==> src/rtl/sif_bfe_pair_dispatch_pkg.sv <==
// rtl/sif_bfe_pair_dispatch_pkg.sv - shared constants, phase type and clog2 for the butterfly pair dispatcher
package sif_bfe_pair_dispatch_pkg;

  localparam int BFE_WIDTH = 16;

  typedef enum logic {
    PH_FILL = 1'b0,
    PH_PAIR = 1'b1
  } phase_e;

  function automatic int clog2(input int value);
    int r;
    r = 0;
    while ((1 << r) < value) r++;
    return r;
  endfunction

endpackage

==> src/rtl/sif_bfe_pair_dispatch_if.sv <==
// rtl/sif_bfe_pair_dispatch_if.sv - sample input stream plus paired A/B operand streams
interface sif_bfe_pair_dispatch_if
  import sif_bfe_pair_dispatch_pkg::*;
#(
  parameter int WIDTH = BFE_WIDTH
);

  logic             in_vld;
  logic [WIDTH-1:0] in_dat;
  logic             in_rdy;
  logic             A_vld;
  logic [WIDTH-1:0] A_dat;
  logic             A_rdy;
  logic             B_vld;
  logic [WIDTH-1:0] B_dat;
  logic             B_rdy;

  modport master (
    output in_vld, in_dat, A_rdy, B_rdy,
    input  in_rdy, A_vld, A_dat, B_vld, B_dat
  );

  modport slave (
    input  in_vld, in_dat, A_rdy, B_rdy,
    output in_rdy, A_vld, A_dat, B_vld, B_dat
  );

endinterface

==> src/rtl/sif_bfe_pair_dispatch_buf.sv <==
// rtl/sif_bfe_pair_dispatch_buf.sv - STRIDE-deep sample store, one write port, async read, no reset
module sif_bfe_pair_dispatch_buf #(
  parameter int WIDTH = 16,
  parameter int DEPTH = 4,
  parameter int AW    = 2
) (
  input  logic             clk,
  input  logic             wr_en_i,
  input  logic [AW-1:0]    wr_addr_i,
  input  logic [WIDTH-1:0] wr_dat_i,
  input  logic [AW-1:0]    rd_addr_i,
  output logic [WIDTH-1:0] rd_dat_o
);

  logic [WIDTH-1:0] mem_q [DEPTH];

  always_ff @(posedge clk) begin
    if (wr_en_i) mem_q[wr_addr_i] <= wr_dat_i;
  end

  assign rd_dat_o = mem_q[rd_addr_i];

endmodule

==> src/rtl/sif_bfe_pair_dispatch.sv <==
// rtl/sif_bfe_pair_dispatch.sv - pairs sample i with sample i+STRIDE of each 2*STRIDE block onto A/B operand streams
module sif_bfe_pair_dispatch
  import sif_bfe_pair_dispatch_pkg::*;
#(
  parameter int WIDTH  = BFE_WIDTH,
  parameter int STRIDE = 4
) (
  input logic                    clk,
  input logic                    rst_n,
  sif_bfe_pair_dispatch_if.slave bus
);

  localparam int IDX_W = (clog2(STRIDE) > 1) ? clog2(STRIDE) : 1;
  localparam logic [IDX_W-1:0] IDX_LAST = IDX_W'(STRIDE - 1);

  phase_e             phase_q, phase_d;
  logic [IDX_W-1:0]   idx_q, idx_d;
  logic               out_vld_q, out_vld_d;
  logic [WIDTH-1:0]   a_dat_q, a_dat_d;
  logic [WIDTH-1:0]   b_dat_q, b_dat_d;
  logic [WIDTH-1:0]   buf_rd_dat;
  logic               in_rdy;
  logic               in_fire;
  logic               out_fire;

  // A and B transfer together, so both readies must be high to retire the pair
  assign out_fire = out_vld_q & bus.A_rdy & bus.B_rdy;
  assign in_rdy   = (phase_q == PH_FILL) | ~out_vld_q | out_fire;
  assign in_fire  = bus.in_vld & in_rdy;

  sif_bfe_pair_dispatch_buf #(
    .WIDTH (WIDTH),
    .DEPTH (STRIDE),
    .AW    (IDX_W)
  ) u_buf (
    .clk       (clk),
    .wr_en_i   (in_fire & (phase_q == PH_FILL)),
    .wr_addr_i (idx_q),
    .wr_dat_i  (bus.in_dat),
    .rd_addr_i (idx_q),
    .rd_dat_o  (buf_rd_dat)
  );

  always_ff @(posedge clk or negedge rst_n) begin
    if (!rst_n) begin
      phase_q   <= PH_FILL;
      idx_q     <= '0;
      out_vld_q <= 1'b0;
      a_dat_q   <= '0;
      b_dat_q   <= '0;
    end else begin
      phase_q   <= phase_d;
      idx_q     <= idx_d;
      out_vld_q <= out_vld_d;
      a_dat_q   <= a_dat_d;
      b_dat_q   <= b_dat_d;
    end
  end

  always_comb begin
    phase_d   = phase_q;
    idx_d     = idx_q;
    out_vld_d = out_vld_q;
    a_dat_d   = a_dat_q;
    b_dat_d   = b_dat_q;
    if (out_fire) out_vld_d = 1'b0;
    if (in_fire) begin
      if (idx_q == IDX_LAST) begin
        idx_d   = '0;
        phase_d = (phase_q == PH_FILL) ? PH_PAIR : PH_FILL;
      end else begin
        idx_d = idx_q + 1'b1;
      end
      // A load in PAIR overrides a same-cycle retire, keeping out_vld set
      if (phase_q == PH_PAIR) begin
        a_dat_d   = buf_rd_dat;
        b_dat_d   = bus.in_dat;
        out_vld_d = 1'b1;
      end
    end
  end

  assign bus.in_rdy = in_rdy;
  assign bus.A_vld  = out_vld_q;
  assign bus.B_vld  = out_vld_q;
  assign bus.A_dat  = a_dat_q;
  assign bus.B_dat  = b_dat_q;

endmodule

==> src/flat_wrapper.sv <==
// flat-port wrapper written by rule: the top's interface ports become plain ports
module sif_bfe_pair_dispatch_flat import sif_bfe_pair_dispatch_pkg::*;
#(
  parameter int WIDTH  = BFE_WIDTH,
  parameter int STRIDE = 4
)
  (clk, rst_n, bus_in_vld, bus_in_dat, bus_A_rdy, bus_B_rdy, bus_in_rdy, bus_A_vld, bus_A_dat, bus_B_vld, bus_B_dat);
  sif_bfe_pair_dispatch_if #(.WIDTH(WIDTH)) bus_i ();
  input logic clk;
  input logic rst_n;
  input wire logic [$bits(bus_i.in_vld)-1:0] bus_in_vld;
  input wire logic [$bits(bus_i.in_dat)-1:0] bus_in_dat;
  input wire logic [$bits(bus_i.A_rdy)-1:0] bus_A_rdy;
  input wire logic [$bits(bus_i.B_rdy)-1:0] bus_B_rdy;
  output wire logic [$bits(bus_i.in_rdy)-1:0] bus_in_rdy;
  output wire logic [$bits(bus_i.A_vld)-1:0] bus_A_vld;
  output wire logic [$bits(bus_i.A_dat)-1:0] bus_A_dat;
  output wire logic [$bits(bus_i.B_vld)-1:0] bus_B_vld;
  output wire logic [$bits(bus_i.B_dat)-1:0] bus_B_dat;
  assign bus_i.in_vld = bus_in_vld;
  assign bus_i.in_dat = bus_in_dat;
  assign bus_i.A_rdy = bus_A_rdy;
  assign bus_i.B_rdy = bus_B_rdy;
  assign bus_in_rdy = bus_i.in_rdy;
  assign bus_A_vld = bus_i.A_vld;
  assign bus_A_dat = bus_i.A_dat;
  assign bus_B_vld = bus_i.B_vld;
  assign bus_B_dat = bus_i.B_dat;
  sif_bfe_pair_dispatch #(.WIDTH(WIDTH), .STRIDE(STRIDE)) u_core (.clk(clk), .rst_n(rst_n), .bus(bus_i));
endmodule
==> config.mk <==
export PLATFORM = sky130hd
export DESIGN_NAME = sif_bfe_pair_dispatch_flat
export DESIGN_NICKNAME = d
export VERILOG_FILES = /design/src/rtl/sif_bfe_pair_dispatch_pkg.sv /design/src/rtl/sif_bfe_pair_dispatch_if.sv /design/src/rtl/sif_bfe_pair_dispatch_buf.sv /design/src/rtl/sif_bfe_pair_dispatch.sv /design/src/flat_wrapper.sv
export SDC_FILE = /design/constraint.sdc
export NUM_CORES = 1
export LEC_CHECK = 0
export BUFFER_PORTS_ARGS = -buffer_cell sky130_fd_sc_hd__clkbuf_2
export CORE_MARGIN = 2
export CORE_UTILIZATION = 50
export DETAILED_ROUTE_END_ITERATION = 16
export PLACE_DENSITY_LB_ADDON = 0.25
export SETUP_SLACK_MARGIN = 0.4
export SLEW_MARGIN = 15
export SYNTH_ARGS = -nofsm -noshare
export SYNTH_HDL_FRONTEND = slang
export SYNTH_SLANG_ARGS = --single-unit
export TNS_END_PERCENT = 5
==> constraint.sdc <==
create_clock -name clk -period 1.7 [get_ports clk]
set_input_delay 0.085 -clock clk [delete_from_list [all_inputs] [get_ports clk]]
set_output_delay 0.085 -clock clk [all_outputs]
set_load 0.005 [all_outputs]
==> Implementation_results.wiki <==
{| class="wikitable"
! Metric !! Value
|-
| HPWL after detailed placement || 4.11 mm
|-
| Buffer type at the clock tree root || sky130_fd_sc_hd__clkbuf_8
|-
| Portion of the post-synthesis area used by sequential elements || 73.6%
|-
| Power consumption || 7.93 mW
|-
| Power Dens Cells || 1620 nW/um2
|-
| Run status || finished, final reports clean
|-
| Average instance area after synthesis || 21.4 um2
|-
| Drt pass-1 iters || 5
|-
| Die area || 8390 um2
|-
| NumNets Final || 298
|-
| Rel. slew slack || 67.4%
|-
| Mean routed wirelength per cell || 18.0 um
|-
| Global-route total usage across every layer || 17.7%
|-
| Final cell utilization of the core || 66.9%
|-
| Net switching share of the total power || 25.5%
|-
| Period utilization || 89.6%
|-
| Worst skew pair latency || 0.37 ns
|-
| Register bit total from synthesis || 100
|-
| Final antenna diode count || 0
|-
| CP Data Required Time || 1.96 ns
|-
| Critical Path End Type || register
|-
| CTS sink count || 100
|-
| LEAKAGE || 1.96 nW
|-
| Global routing met3 resource utilization || 5.23%
|-
| Die X-Extent || 91.6 um
|-
| Worst-path fanout max || 9
|-
| Internal portion of total power || 5.91 mW
|-
| Grt ovf || 0
|-
| Number of warnings printed during yosys synthesis || 0
|-
| Clock network fraction of design power || 23.8%
|-
| Minimum clock period || 1.52 ns
|-
| Starting utilization of the core area || 52.3%
|-
| Via count of the first global-routing pass || 2097
|-
| Signed area change from the synthesized netlist to the final layout || 27.8%
|-
| Maximum capacitance violations || 0
|-
| Die Y-Extent || 91.6 um
|-
| Sum of negative setup slack || 0 ns
|-
| Arrival time worst endpoint || 1.79 ns
|-
| Initial antenna violation count || 0
|-
| Classification of the worst setup path || reg2reg
|-
| Number of nets with antenna violations after routing || 0
|-
| Pre-CTS setup slack || 0.178 ns
|-
| CTS buffer count || 9
|-
| Grt met2 use || 29.4%
|-
| Reg power frac || 44.3%
|-
| Final max-slew violation count || 0
|-
| Post-route standard cell area excluding fillers || 4910 um2
|-
| Instance area after placement || 4310 um2
|-
| Port-buffer cells || 55
|-
| Maximum level of the CTS H-tree || 3
|-
| RSZ-0062 raised after global routing || yes
|-
| Number of endpoints failing setup at the final stage || 0
|-
| Final cell count without fillers || 377
|-
| Distinct cell type count after synthesis || 22
|-
| WL final || 6.78 mm
|-
| Gr busiest metal || met2
|-
| Overall via count from detail_route || 1961
|-
| Worst-case clock buffer depth || 2
|-
| Violation count after the first detailed-route iteration || 79
|-
| Upper clock frequency limit || 656 MHz
|-
| Clock-pin slew of the registers on the worst-case setup and hold paths || 0.09 ns
|-
| Worst Slack Setup Final || 0.176 ns
|-
| Fin. Hold Viols || 0
|-
| Number of remaining DRC errors || 0
|-
| Worst slack on hold paths || 0.0643 ns
|-
| Via count normalized by instance count || 5.20
|-
| Floorplan core area || 7330 um2
|-
| Nature of the critical path startpoint || register
|-
| Met1 usage in global routing || 22.3%
|-
| Largest net degree at the start of global routing || 20
|-
| Global-route wire length before repair || 10.9 mm
|-
| Standard-cell rows || 31
|-
| CTS tree || done
|-
| RD Place Congestion || 0.716
|-
| Type of the tightest min-delay check || in2reg
|-
| Netlist area before placement || 3840 um2
|-
| Combinational share of power || 32.0%
|-
| Instance count of the mapped netlist || 179
|-
| Number of top-level design ports || 56
|-
| Total net switching power || 2.03 mW
|-
| Number of nets in the synthesized netlist || 204
|-
| Max Clock Skew || 0.0115 ns
|-
| Pin slew with the least headroom to its limit || 0.489 ns
|-
| Placed insts || 337
|-
| Peak supply drop || 0.819 mV
|-
| Fraction of layout cells with a size suffix above 1 || 48.6%
|}
[cell usage after synthesis]
cell type / n / share of area (%)
sky130_fd_sc_hd__mux4_2: 7 / 4.1
sky130_fd_sc_hd__nor2_1: 2 / 0.20
sky130_fd_sc_hd__a21boi_1: 1 / 0.20
sky130_fd_sc_hd__a21oi_1: 2 / 0.26
sky130_fd_sc_hd__a21boi_0: 1 / 0.20
sky130_fd_sc_hd__mux4_1: 9 / 6.2
sky130_fd_sc_hd__mux2_2: 27 / 7.9
sky130_fd_sc_hd__inv_1: 2 / 0.20
sky130_fd_sc_hd__and3_1: 1 / 0.16
sky130_fd_sc_hd__buf_4: 4 / 0.78
sky130_fd_sc_hd__nor2b_1: 1 / 0.16
sky130_fd_sc_hd__nand2b_1: 1 / 0.16
sky130_fd_sc_hd__dfrtp_1: 36 / 23
sky130_fd_sc_hd__ha_1: 4 / 1.3
sky130_fd_sc_hd__nand2_1: 2 / 0.20
sky130_fd_sc_hd__buf_6: 1 / 0.29
sky130_fd_sc_hd__and2_1: 4 / 0.65
sky130_fd_sc_hd__buf_1: 1 / 0.098
sky130_fd_sc_hd__mux2_4: 7 / 2.7
sky130_fd_sc_hd__buf_12: 1 / 0.52
sky130_fd_sc_hd__edfxtp_1: 64 / 50
sky130_fd_sc_hd__buf_2: 1 / 0.13
[flip-flops by register name, indices dropped and copies added (netlist names)]
register and count:
u_core.bus.A_dat 16, u_core.bus.A_vld 1, u_core.bus.B_dat 16, u_core.idx_q 2
u_core.phase_q 1, u_core.u_buf.mem_q 64
[path summary, 6_finish.rpt]
path / depth (start not counted) / slack [ns] / from / endpoint
worst max-delay path: 3 / 0.18 / u_core.idx_q[0]$_DFFE_PN0N_ / u_core.bus.A_dat[15]$_DFFE_PN0P_
worst min-delay path: 3 / 0.06 / bus_in_vld / u_core.bus.A_vld$_DFF_PN0_
worst max register to register: 3 / 0.18 / u_core.idx_q[0]$_DFFE_PN0N_ / u_core.bus.A_dat[15]$_DFFE_PN0P_
worst min register to register: 1 / 0.51 / u_core.bus.B_dat[9]$_DFFE_PN0P_ / u_core.bus.B_dat[9]$_DFFE_PN0P_
max in group asynchronous: 3 / 0.84 / rst_n / u_core.idx_q[0]$_DFFE_PN0N_
min in group asynchronous: 2 / 0.20 / rst_n / u_core.bus.A_dat[15]$_DFFE_PN0P_
[power groups by stage]
| stage | clock [mW] | combinational (mW) | sequential (mW) |
|---|---|---|---|
| after floorplan | 0 | 1.43 | 3.54 |
| after global placement | 0 | 2.20 | 3.54 |
| after detailed placement | 0 | 2.25 | 3.56 |
| after CTS | 1.92 | 2.50 | 3.50 |
| after global routing | 2.03 | 2.73 | 3.58 |
| final | 1.89 | 2.54 | 3.51 |
[worst max-delay path, stage by stage (launching register included)]
cell                      delay [ns]
sky130_fd_sc_hd__dfrtp_2        0.43
sky130_fd_sc_hd__buf_12         0.15
sky130_fd_sc_hd__mux4_1         0.55
sky130_fd_sc_hd__mux2_2         0.27
[area by class of cell]
| type | instances | area, um2 |
|---|---|---|
| Inverter | 2 | 7.51 |
| Tap cell | 99 | 124 |
| Clock buffer | 11 | 131 |
| Fill cell | 481 | 2420 |
| Multi-Input combinational cell | 70 | 981 |
| Sequential cell | 100 | 2820 |
| Timing Repair Buffer | 90 | 714 |
| Clock inverter | 5 | 124 |
[per-layer routing]
metal,vias up,part of all wire [%]
li1,890,-
met1,1011,44
met2,53,50
met3,7,4.6
met4,0,1.3
met5,-,0
[cells by family (layout without fill, tap and decap cells)]
logic type	count (synthesis)	count (layout)	synth area share, %
AO/OA/AOI/OAI	4	4	0.652
multiplexers	50	50	20.9
buffers and inverters	10	108	2.02
AND/OR/NAND/NOR	11	12	1.53
adder cells (fa/ha/maj)	4	4	1.30
flip-flops	100	100	73.6
[repair_timing]
action / in CTS / in global routing
buffers inserted: 3 / 0
endpoints found under the hold margin: 83 / 0
gates cloned: 2 / 2
setup endpoints to repair: 99 / 100
hold buffers: 17 / 0
pin swaps: 1 / 0
resized for setup: 7 / 4
[cells in the final DEF, fill, tap and decap left out]
master | synthesis | final
sky130_fd_sc_hd__and2_1 | 4 | 1
sky130_fd_sc_hd__mux4_2 | 7 | 7
sky130_fd_sc_hd__buf_4 | 4 | 9
sky130_fd_sc_hd__a21boi_4 | 0 | 1
sky130_fd_sc_hd__clkbuf_1 | 0 | 2
sky130_fd_sc_hd__inv_1 | 2 | 2
sky130_fd_sc_hd__nor2b_2 | 0 | 1
sky130_fd_sc_hd__nor2_4 | 0 | 1
sky130_fd_sc_hd__nand2_1 | 2 | 2
sky130_fd_sc_hd__and2_4 | 0 | 3
sky130_fd_sc_hd__dfrtp_1 | 36 | 35
sky130_fd_sc_hd__mux2_2 | 27 | 25
sky130_fd_sc_hd__mux2_4 | 7 | 9
sky130_fd_sc_hd__dlygate4sd3_1 | 0 | 17
sky130_fd_sc_hd__clkbuf_8 | 0 | 9
sky130_fd_sc_hd__buf_6 | 1 | 1
sky130_fd_sc_hd__dfrtp_2 | 0 | 1
sky130_fd_sc_hd__a21oi_1 | 2 | 2
sky130_fd_sc_hd__bufinv_16 | 0 | 4
sky130_fd_sc_hd__and3_1 | 1 | 1
sky130_fd_sc_hd__edfxtp_1 | 64 | 64
sky130_fd_sc_hd__clkinv_1 | 0 | 1
sky130_fd_sc_hd__clkbuf_16 | 0 | 1
sky130_fd_sc_hd__clkbuf_2 | 0 | 55
sky130_fd_sc_hd__nor2_1 | 2 | 1
sky130_fd_sc_hd__a21boi_0 | 1 | 1
sky130_fd_sc_hd__buf_12 | 1 | 5
sky130_fd_sc_hd__nand2b_1 | 1 | 1
sky130_fd_sc_hd__ha_1 | 4 | 4
sky130_fd_sc_hd__and2_2 | 0 | 1
sky130_fd_sc_hd__bufbuf_16 | 0 | 2
sky130_fd_sc_hd__mux4_1 | 9 | 9
Note: power is estimated with default switching activity, not from simulation.
